$ cat src/rtl/counter_up_ctl_if.sv
// Control/status bundle for counter_up_ctl: command strobes and operands in,
// registered count and status flags out.
interface counter_up_ctl_if #(
  parameter int dw = 8
);
  logic          ena;
  logic          clr;
  logic          start;
  logic          load;
  logic [dw-1:0] load_val;
  logic          lim_wr;
  logic [dw-1:0] lim_val;
  logic          wrap_mode;
  logic [dw-1:0] result;
  logic          tc;
  logic          done;
  logic          ovf;

  modport master (
    output ena, clr, start, load, load_val, lim_wr, lim_val, wrap_mode,
    input  result, tc, done, ovf
  );

  modport slave (
    input  ena, clr, start, load, load_val, lim_wr, lim_val, wrap_mode,
    output result, tc, done, ovf
  );
endinterface

$ cat src/rtl/counter_up_ctl.sv
// Up-counter with a programmable terminal limit, wrap/stop modes, a one-cycle
// terminal-count pulse, a sticky overflow flag and an IDLE/RUN/HOLD controller.
module counter_up_ctl #(
  parameter int dw    = 8,
  parameter int WIDTH = 7
) (
  input logic           clk,
  input logic           reset,
  counter_up_ctl_if.slave bus
);

  typedef enum logic [1:0] {
    IDLE = 2'd0,
    RUN  = 2'd1,
    HOLD = 2'd2
  } state_t;

  state_t        state, state_n;
  logic [dw-1:0] result, result_n;
  logic [dw-1:0] lim_reg, lim_n;
  logic          tc, tc_n;
  logic          ovf, ovf_n;

  // NOTE: non-blocking assignments make every register sample pre-edge values,
  // so the limit written on an edge is not yet visible to that edge's compare.
  always_ff @(posedge clk or posedge reset) begin
    if (reset) begin
      state   <= IDLE;
      result  <= '0;
      lim_reg <= dw'(WIDTH);
      tc      <= 1'b0;
      ovf     <= 1'b0;
    end else begin
      state   <= state_n;
      result  <= result_n;
      lim_reg <= lim_n;
      tc      <= tc_n;
      ovf     <= ovf_n;
    end
  end

  // NOTE: every output of this block gets a default first, so no path can
  // leave a signal unassigned and infer a latch.
  always_comb begin
    state_n  = state;
    result_n = result;
    lim_n    = bus.lim_wr ? bus.lim_val : lim_reg;
    tc_n     = 1'b0;
    ovf_n    = ovf;

    if (bus.clr) begin
      state_n  = IDLE;
      result_n = '0;
      ovf_n    = 1'b0;
    end else if (bus.load) begin
      state_n  = RUN;
      result_n = (bus.load_val > lim_reg) ? lim_reg : bus.load_val;
    end else if (bus.start && state != RUN) begin
      // Also recovers the unused encoding back into RUN.
      state_n  = RUN;
      result_n = '0;
    end else if (state == RUN && bus.ena) begin
      if (result >= lim_reg) begin
        // Terminal step; >= also catches a limit lowered below the count.
        tc_n = 1'b1;
        if (bus.wrap_mode) begin
          result_n = '0;
          ovf_n    = 1'b1;
        end else begin
          result_n = lim_reg;
          state_n  = HOLD;
        end
      end else begin
        result_n = result + 1'b1;
      end
    end
  end

  assign bus.result = result;
  assign bus.tc     = tc;
  assign bus.done   = (state == HOLD);
  assign bus.ovf    = ovf;

endmodule
$ cat src/flat_wrapper.sv
// flat-port wrapper written by rule: the top's interface ports become plain ports
module counter_up_ctl_flat 
#(
  parameter int dw    = 8,
  parameter int WIDTH = 7
)
  (clk, reset, bus_ena, bus_clr, bus_start, bus_load, bus_load_val, bus_lim_wr, bus_lim_val, bus_wrap_mode, bus_result, bus_tc, bus_done, bus_ovf);
  counter_up_ctl_if #(.dw(dw)) bus_i ();
  input logic clk;
  input logic reset;
  input wire logic [$bits(bus_i.ena)-1:0] bus_ena;
  input wire logic [$bits(bus_i.clr)-1:0] bus_clr;
  input wire logic [$bits(bus_i.start)-1:0] bus_start;
  input wire logic [$bits(bus_i.load)-1:0] bus_load;
  input wire logic [$bits(bus_i.load_val)-1:0] bus_load_val;
  input wire logic [$bits(bus_i.lim_wr)-1:0] bus_lim_wr;
  input wire logic [$bits(bus_i.lim_val)-1:0] bus_lim_val;
  input wire logic [$bits(bus_i.wrap_mode)-1:0] bus_wrap_mode;
  output wire logic [$bits(bus_i.result)-1:0] bus_result;
  output wire logic [$bits(bus_i.tc)-1:0] bus_tc;
  output wire logic [$bits(bus_i.done)-1:0] bus_done;
  output wire logic [$bits(bus_i.ovf)-1:0] bus_ovf;
  assign bus_i.ena = bus_ena;
  assign bus_i.clr = bus_clr;
  assign bus_i.start = bus_start;
  assign bus_i.load = bus_load;
  assign bus_i.load_val = bus_load_val;
  assign bus_i.lim_wr = bus_lim_wr;
  assign bus_i.lim_val = bus_lim_val;
  assign bus_i.wrap_mode = bus_wrap_mode;
  assign bus_result = bus_i.result;
  assign bus_tc = bus_i.tc;
  assign bus_done = bus_i.done;
  assign bus_ovf = bus_i.ovf;
  counter_up_ctl #(.dw(dw), .WIDTH(WIDTH)) u_core (.clk(clk), .reset(reset), .bus(bus_i));
endmodule
$ cat config.mk
export PLATFORM = sky130hd
export DESIGN_NAME = counter_up_ctl_flat
export DESIGN_NICKNAME = d
export VERILOG_FILES = /design/src/rtl/counter_up_ctl_if.sv /design/src/rtl/counter_up_ctl.sv /design/src/flat_wrapper.sv
export SDC_FILE = /design/constraint.sdc
export NUM_CORES = 1
export LEC_CHECK = 0
export ABC_CLOCK_PERIOD_IN_PS = 2110
export CORE_MARGIN = 2
export CORE_UTILIZATION = 25
export DETAILED_ROUTE_END_ITERATION = 7
export SETUP_SLACK_MARGIN = 0.1
export SKIP_CTS_REPAIR_TIMING = 1
export SYNTH_ARGS = -nofsm -noshare
export SYNTH_HDL_FRONTEND = slang
export SYNTH_SLANG_ARGS = --single-unit
$ cat constraint.sdc
create_clock -name clk -period 2.11 [get_ports clk]
set_input_delay 0.422 -clock clk [delete_from_list [all_inputs] [get_ports clk]]
set_output_delay 0.422 -clock clk [all_outputs]
set_load 0.02 [all_outputs]
==> qor.csv <==
stage,metric,value,unit
clock_tree,h-tree-depth,1,
clock_tree,clock_tree.buffer_depth,2,
synthesis,synth_top_family_by_area,simple AND/OR/NAND/NOR gates,
clock_tree,clock-sinks,20,
critical_path,critical_path_required,2.27,ns
synthesis,synth.avg_cell_area,9.10,um2
floorplan,design.portCount,35,
routing,dr_total_vias,1465,
timing,period_needed,2.08,ns
routing,wl_per_cell,14.6,um
layout,final_cell_count_no_fill,298,
floorplan,core_rows,28,
synthesis,yosys-mux-area-fraction,6.79,%
routing,drt.antenna.violating_nets,0,
layout,layout.filler_cells,570,
routing,drc_errors,0,
grt,first_global_vias,1457,
grt,grt_antenna_before_repair,0,
critical_path,critical_path_arrival,2.25,ns
power_and_ir_drop,report.power.total,1.40,mW
place,port_buffers,34,
layout,layout_common_cells,"29 x sky130_fd_sc_hd__clkdlybuf4s50_1, 23 x sky130_fd_sc_hd__buf_4, 17 x sky130_fd_sc_hd__nand2_1, 17 x sky130_fd_sc_hd__dfrtp_1, 12 x sky130_fd_sc_hd__ha_1",
timing,setup_viol,0,
power_and_ir_drop,power.density_cell_area,586,nW/um2
layout,fin_nets,265,
floorplan,floorplan.die_area,6600,um2
floorplan,core,5850,um2
timing,hold_vio_cnt_final,0,
synthesis,synth.yosys.warnings,0,
synthesis,portion_of_the_post_synthesis_area_used_by_sequential_elements,33.8,%
critical_path,startpoint_type,flip-flop,
synthesis,synthesis.area,1490,um2
clock_tree,clock_latency,0.27,ns
grt,grt_usage,13.6,%
routing,vias_per_instance,4.92,
routing,routed_wl,4350,um
grt,grt_max_degree,21,
clock_tree,numCtsBuffers,3,
floorplan,chipWidth,81.3,um
clock_tree,cts_root_buffer,sky130_fd_sc_hd__clkbuf_8,
clock_tree,cts_tree,yes,
synthesis,synth_enable_flop_cells,0,
grt,overflow,0,
clock_tree,cts.reportedPaths.clkPinSlew,0.08,ns
floorplan,die_y,81.3,um
run,max_cap_violations,0,
timing,period_share,98.7,%
synthesis,postSynth.asyncResetShare,100,%
synthesis,synth_compound_area_share,19.2,%
timing,worst_pin_slew,0.480,ns
synthesis,syn_inst,164,
place,finalWeightedCongestion,0.861,
timing,fin_hold_ws,0.475,ns
timing,finalMaxSlewViolations,0,
floorplan,initial_utilization,25.5,%
layout,syn2layout_area_growth,60.3,%
synthesis,mappedNetlistNets,205,
routing,dr.pass1.iters,4,
critical_path,setup.worst_path.class,reg2reg,
timing,clock-skew-final,0.00300,ns
synthesis,synth-xor-area-share,2.35,%
synthesis,ys_types,42,
critical_path,crit_path_end_kind,flip-flop,
critical_path,crit_fanout,8,
timing,fin_setup_tns,0,ns
layout,number_of_antenna_repair_diodes,0,
grt,grt_pass1_wl,6820,um
layout,layout_commonest_cell,sky130_fd_sc_hd__clkdlybuf4s50_1,
power_and_ir_drop,worst_ir_drop_vdd,0.000278,V
place,detailedPlacementHpwl,3260,um
synthesis,synth_flop_cell,sky130_fd_sc_hd__dfrtp_1,
timing,layout_setup_ws,0.0266,ns
layout,final_layout_size_suffix_gt1_share,30.9,%
power_and_ir_drop,static-leakage-power,1.02,nW
synthesis,synth_adder_area_share,14.2,%
timing,slew_headroom,67.9,%
place,place_inst,289,
synthesis,synth_simple_gate_area_share,19.8,%
timing,rsz_0062_raised_after_global_routing,yes,
routing,initialDrtViolationCount,54,
min_path,hold_path.class,in2async,
status,run_status,"finished, final reports clean",
place,pre_cts_ws,-0.338,ns
timing,max_freq,480,MHz
synthesis,synth_seq_cells,20,
[power by group]
part / switching [mW] / internal [mW] / leakage, nW
combinational: 0.267 / 0.290 / 0.734
clock: 0.148 / 0.254 / 0.0357
sequential: 0.0264 / 0.417 / 0.253
total: 0.441 / 0.961 / 1.02
[worst max-delay path, stage by stage, from the launching register on]
cell and delay, ns:
sky130_fd_sc_hd__dfstp_2 0.58, sky130_fd_sc_hd__inv_4 0.06, sky130_fd_sc_hd__ha_4 0.25, sky130_fd_sc_hd__a211oi_4 0.24, sky130_fd_sc_hd__o21ai_2 0.10, sky130_fd_sc_hd__a21oi_2 0.21, sky130_fd_sc_hd__buf_6 0.17, sky130_fd_sc_hd__or2_4 0.13
sky130_fd_sc_hd__nor2_2 0.03, sky130_fd_sc_hd__o21ba_2 0.22
[per-layer routing]
layer  track usage, %  share of wire [%]
met2             21.9                 48
met5                0                  0
met3             2.00                5.1
met1             18.1                 45
met4             5.76                1.8
[stage by stage]
step                cell area (um2)  utilization, %
floorplan                      1510               -
global placement               2090            35.7
detailed placement             2090            35.7
CTS                            2160            36.9
global route                   2390            40.9
finish                         2390            40.9
[cells by family (layout without fill, tap and decap cells)]
logic type               count (synthesis)  count (layout)
XOR/XNOR                                 4               4
flip-flops                              20              20
multiplexers                            10              10
AO/OA/AOI/OAI                           41              41
buffers and inverters                   15              74
adder cells (fa/ha/maj)                 17              17
AND/OR/NAND/NOR                         57              57
[path summary, 6_finish.rpt]
kind / start / end / slack, ns / cells after the start
worst max-delay path: u_core.lim_reg[2]$_DFFE_PP1P_ / u_core.state[1]$_DFFE_PP0P_ / 0.03 / 9
worst min-delay path: reset / u_core.state[0]$_DFFE_PP0P_ / 0.47 / 3
worst max register to register: u_core.lim_reg[2]$_DFFE_PP1P_ / u_core.state[1]$_DFFE_PP0P_ / 0.03 / 9
worst min register to register: u_core.bus.ovf$_DFFE_PP0P_ / u_core.bus.ovf$_DFFE_PP0P_ / 0.52 / 2
max in group asynchronous: reset / u_core.lim_reg[0]$_DFFE_PP1P_ / 1.36 / 3
min in group clk: bus_load_val[0] / u_core.bus.result[0]$_DFFE_PP0P_ / 0.50 / 3
[cell usage after synthesis (3+ instances only)]
| cell type | number | share of area [%] |
|---|---|---|
| sky130_fd_sc_hd__dfrtp_1 | 17 | 28 |
| sky130_fd_sc_hd__mux2i_1 | 9 | 6.0 |
| sky130_fd_sc_hd__inv_1 | 10 | 2.5 |
| sky130_fd_sc_hd__nand2b_1 | 3 | 1.3 |
| sky130_fd_sc_hd__clkbuf_1 | 3 | 0.75 |
| sky130_fd_sc_hd__nor2b_1 | 3 | 1.3 |
| sky130_fd_sc_hd__o21ai_0 | 14 | 4.7 |
| sky130_fd_sc_hd__nor3_1 | 8 | 2.7 |
| sky130_fd_sc_hd__ha_1 | 17 | 14 |
| sky130_fd_sc_hd__a21oi_1 | 9 | 3.0 |
| sky130_fd_sc_hd__o221ai_1 | 4 | 2.3 |
| sky130_fd_sc_hd__nand2_1 | 17 | 4.3 |
| sky130_fd_sc_hd__nand3_1 | 3 | 1.0 |
| sky130_fd_sc_hd__xnor2_1 | 3 | 1.8 |
| sky130_fd_sc_hd__nor2_1 | 9 | 2.3 |
| sky130_fd_sc_hd__dfstp_2 | 3 | 5.3 |
[area by class of cell]
cell class / count / area (um2) / area share, %
clock buffer: 3 / 41.3 / 1.73
clock inverter: 1 / 30.0 / 1.26
inverter: 10 / 42.5 / 1.78
multi-input combinational: 129 / 1110 / 46.5
sequential: 20 / 504 / 21.1
tap: 75 / 93.8 / 3.92
timing repair buffer: 60 / 568 / 23.7
Note: power is estimated with default switching activity, not from simulation.
